## src/rtl/aes_rcon_gen_pkg.sv

```systemverilog
// aes_pkg: shared widths, the AES round-constant byte table and word helper
package aes_pkg;
   localparam int RCON_W = 32;
   localparam int CNT_W  = 4;
   // entry i holds the Rcon byte for round index i; 10..15 are zero
   localparam logic [15:0][7:0] RCON_TAB = {
      8'h00, 8'h00, 8'h00, 8'h00, 8'h00, 8'h00, 8'h36, 8'h1B,
      8'h80, 8'h40, 8'h20, 8'h10, 8'h08, 8'h04, 8'h02, 8'h01
   };
   function automatic logic [RCON_W-1:0] rcon_word(input logic [CNT_W-1:0] idx);
      return {RCON_TAB[idx], 24'h000000};
   endfunction
endpackage

```

## src/rtl/aes_rcon_gen_if.sv

```systemverilog
// aes_rcon_gen_if: key-load request and round-constant result bundle
//   kld   : key load, restarts the Rcon sequence
//   out   : current round constant {rcon_byte, 24'h0}
//   round : current round index (only with AES_RCON_ROUND_OUT_EN)
interface aes_rcon_gen_if;
   import aes_pkg::*;
   logic              kld;
   logic [RCON_W-1:0] out;
`ifdef AES_RCON_ROUND_OUT_EN
   logic [CNT_W-1:0]  round;
   modport master (output kld, input out, input round);
   modport slave  (input kld, output out, output round);
`else
   modport master (output kld, input out);
   modport slave  (input kld, output out);
`endif
endinterface

```

## src/rtl/aes_rcon_gen_lut.sv

```systemverilog
// aes_rcon_lut: combinational round index to Rcon word mapping
//   idx  : round index
//   word : {RCON_TAB[idx], 24'h0}
module aes_rcon_lut
   import aes_pkg::*;
(
   input  logic [CNT_W-1:0]  idx,
   output logic [RCON_W-1:0] word
);
   assign word = rcon_word(idx);
endmodule

```

## src/rtl/aes_rcon_gen.sv

```systemverilog
// aes_rcon_gen: registered AES key-expansion round-constant sequencer
//   clk   : rising-edge clock
//   rst_n : asynchronous active-low reset
//   bus   : slave side of aes_rcon_gen_if (kld in, out / round out)
// Optional: define AES_RCON_ROUND_OUT_EN to expose the round counter on bus.round
module aes_rcon_gen
   import aes_pkg::*;
(
   input logic           clk,
   input logic           rst_n,
   aes_rcon_gen_if.slave bus
);
   logic [CNT_W-1:0]  rcnt;
   logic [CNT_W-1:0]  rcnt_nxt;
   logic [RCON_W-1:0] out_nxt;
   logic [RCON_W-1:0] out_q;
   // look up the following entry so out stays aligned with rcnt after the edge
   assign rcnt_nxt = rcnt + 4'd1;
   aes_rcon_lut u_lut (.idx(rcnt_nxt), .word(out_nxt));
   always_ff @(posedge clk or negedge rst_n) begin
      if (!rst_n) begin
         rcnt  <= '0;
         out_q <= rcon_word('0);
      end else begin
         rcnt  <= bus.kld ? '0 : rcnt_nxt;
         out_q <= bus.kld ? rcon_word('0) : out_nxt;
      end
   end
   assign bus.out = out_q;
`ifdef AES_RCON_ROUND_OUT_EN
   assign bus.round = rcnt;
`endif
endmodule

```

## src/flat_wrapper.sv

```systemverilog
// flat-port wrapper written by rule: the top's interface ports become plain ports
module aes_rcon_gen_flat import aes_pkg::*;
  (clk, rst_n, bus_kld, bus_out);
  aes_rcon_gen_if bus_i ();
  input logic clk;
  input logic rst_n;
  input wire logic [$bits(bus_i.kld)-1:0] bus_kld;
  output wire logic [$bits(bus_i.out)-1:0] bus_out;
  assign bus_i.kld = bus_kld;
  assign bus_out = bus_i.out;
  aes_rcon_gen u_core (.clk(clk), .rst_n(rst_n), .bus(bus_i));
endmodule
```

## config.mk

```make
export PLATFORM = sky130hd
export DESIGN_NAME = aes_rcon_gen_flat
export DESIGN_NICKNAME = d
export VERILOG_FILES = /design/src/rtl/aes_rcon_gen_pkg.sv /design/src/rtl/aes_rcon_gen_if.sv /design/src/rtl/aes_rcon_gen_lut.sv /design/src/rtl/aes_rcon_gen.sv /design/src/flat_wrapper.sv
export SDC_FILE = /design/constraint.sdc
export NUM_CORES = 1
export LEC_CHECK = 0
export BUFFER_PORTS_ARGS = -buffer_cell sky130_fd_sc_hd__buf_2
export CORE_MARGIN = 8
export CORE_UTILIZATION = 35
export CTS_BUF_LIST = sky130_fd_sc_hd__clkbuf_16
export DETAILED_ROUTE_END_ITERATION = 10
export PLACE_DENSITY = 0.61
export SYNTH_ARGS = -nofsm -noshare
export SYNTH_HDL_FRONTEND = slang
export SYNTH_SLANG_ARGS = --single-unit
```

## constraint.sdc

```tcl
create_clock -name clk -period 1.98 [get_ports clk]
set_input_delay 0.297 -clock clk [delete_from_list [all_inputs] [get_ports clk]]
set_output_delay 0.297 -clock clk [all_outputs]
set_load 0.05 [all_outputs]
```

==> out/results.ini <==
[placement]
place_area_sq_um=801
port_buffers=10
place_hpwl_mm=1.17
gp_congestion=0.778

[finish]
antennaDiodeCount=0
num-fill-cells=231
synthToLayoutAreaGrowth_pct=8.38
layout_commonest_cell=conb_1
final_layout_size_suffix_gt1_share_pct=16.7
multi_input_area_sq_um=407
final_nets=105
regArea_sq_um=302
layout_common_cells=24 x conb_1, 11 x dfrtp_1, 10 x buf_2
fin_area_sq_um=890

[run]
cap_violations=0

[setup_path]
critPathCaptureType=register
path_buf_inv=1
worstPathArrival_ns=1.65
reg2reg_depth=4
r2r_end=u_core.bus.out[28]$_DFF_PN0_
path_max_fanout=7
required_ns=2.14
worstPathCellList=inv_1 -> ha_1 -> or3_1 -> mux2i_1
slowest_delay_ns=0.44
worst-setup-path-type=reg -> reg
reg2reg_slack_ns=0.49
worstReg2RegStart=u_core.rcnt[0]$_DFF_PN0_
crit_family=flip-flops
slowest_stage=dfrtp_1
crit_path_start_kind=register

[drt]
dr.pass1.iters=4
wl_per_cell_um=12.0
drc_errors=0
routed_wl_mm=1.49
vias=512
ant_nets=0
vias_per_cell=4.13
dr.first_iter.drc_count=8

[clock_tree]
clock_latency_ns=0.24
clk_path_buf_depth=2
ctsHtreeMaxLevel=1
post-cts-setup-buffers=0
cts_hold_buf=1
clockRootBuffer=clkbuf_16
clock-sinks=12
cts_buffers=3
clkSlewWorstSetupHoldPaths_ns=0.04
cts_resized=0
cts_tree=done

[die]
io_pins=35
initial_core_util_pct=37.1
fp.dieH_um=64.4
die_area_sq_um=4150
core_area_sq_um=2210
die_w_um=64.4
fp-row-count=17

[synthesis]
synth_cell_types=26
ys_warn_count=0
synth_area_sq_um=821
ys_ff_latch=12
synth_ff_type=dfrtp_1
syn_area_per_cell_sq_um=9.89
synth-async-reset-ratio_pct=100
ys_seq_area_share_pct=36.7
syn_inst=83
synth_edf_count=0

[grt]
grt_pass1_wl_mm=2.58
globalRouteOverflowTotal=0
grt_max_degree=13
antenna_found_initial=0
grt_use_total_pct=7.80
grt_pass1_vias=610

[min_path]
min_to=u_core.rcnt[3]$_DFF_PN0_
hold_class=in -> reg
whs_path_depth=2
min-delay-start=bus_kld

[sta]
fmax_ghz=0.672
finalSetupViolCount=0
period_needed_ns=1.49
clock_skew_ns=0.000718
fin_crit_sh_pct=75.2
finalSetupTns_ns=0
rsz0062_at_grt=no
hold_viol_final=0
slew_violations=0

[power]
powerDensity_nw_per_um2=945
ir_worst_vdd_uv=467
power.leakage_nw=0.484

[outcome]
status=finished clean

through the flow:
stage               instances  hold slack, ns  power, mW  utilization [%]  setup slack, ns
finish                    124           0.330      0.840             40.2            0.491
global route              124           0.356      0.878             40.2            0.387
CTS                       124           0.324      0.848             40.2            0.486
detailed placement        119           0.187      0.475             36.2            0.518
global placement          119           0.181      0.472             36.2            0.575
floorplan                 106         0.00141      0.482                -            0.624
where the power goes:
group / internal [mW] / total (mW) / switching [mW]
logic: 0.0334 / 0.204 / 0.171
clock network: 0.265 / 0.365 / 0.0999
registers: 0.260 / 0.271 / 0.0105
total: 0.559 / 0.840 / 0.281
how the worst max path moves through the flow:
stage,startpoint,end,slack (ns),cells past startpoint
5_1_grt,u_core.rcnt[0]$_DFF_PN0_,u_core.bus.out[30]$_DFF_PN0_,0.39,4
6_report,u_core.rcnt[0]$_DFF_PN0_,u_core.bus.out[28]$_DFF_PN0_,0.49,4
3_5_place_dp,u_core.rcnt[0]$_DFF_PN0_,u_core.bus.out[28]$_DFF_PN0_,0.52,4
2_1_floorplan,u_core.rcnt[0]$_DFF_PN0_,u_core.bus.out[28]$_DFF_PN0_,0.62,4
4_1_cts,u_core.rcnt[0]$_DFF_PN0_,u_core.bus.out[28]$_DFF_PN0_,0.49,4
3_3_place_gp,u_core.rcnt[0]$_DFF_PN0_,u_core.bus.out[30]$_DFF_PN0_,0.57,4
per-layer routing:
layer | up-vias | GRT usage (%) | routed length (um) | part of all wire [%]
met5 | - | 0 | 0 | 0
met4 | 0 | 4.90 | 12 | 0.81
met3 | 2 | 2.41 | 84 | 5.7
met2 | 26 | 13.8 | 763 | 51
met1 | 237 | 7.80 | 625 | 42
li1 | 247 | - | - | -
area by class of cell:
cell class	count	share of cell area, %
well taps	28	3.94
multi-input cells	67	45.7
flip-flops and latches	12	33.9
inverters	2	0.844
repair buffers	11	6.75
clock buffers	3	8.44
clock inverters	1	0.422
worst reg2reg max path, cell delays in order (launching register included):
cell and delay (ns):
dfrtp_1 0.44, inv_1 0.10, ha_1 0.35, or3_1 0.38, mux2i_1 0.13
cells by family (layout without fill, tap and decap cells):
| family | after synthesis | after routing | synth area share [%] |
|---|---|---|---|
| buffers and inverters | 27 | 17 | 24.2 |
| and+or+nand+nor | 24 | 24 | 17.1 |
| DFF | 12 | 12 | 36.7 |
| AOI/OAI and AO/OA | 9 | 9 | 5.95 |
| adders and majority gates | 5 | 5 | 7.62 |
| xor gates and xnor gates | 3 | 3 | 5.49 |
| muxes | 2 | 2 | 2.44 |
| other | 1 | 24 | 0.457 |
synth_stat cells, types with 2 or more instances:
cell	instances	area (sq um)
mux2i_1	2	20.0
nor2b_1	6	37.5
nand2_1	2	7.51
and3_1	2	12.5
and2_1	3	18.8
nand3_1	2	10.0
buf_4	24	180
ha_1	5	62.6
dfrtp_1	11	275
nand3b_1	2	15.0
nor2_1	4	15.0
inv_1	2	7.51
o21ai_0	4	20.0
a21oi_1	2	10.0
flip-flops by register name, summed over array words and instances, names as in the netlist:
name,count
u_core.rcnt,4
u_core.bus.out,8
Note: power is estimated with default switching activity, not from simulation.
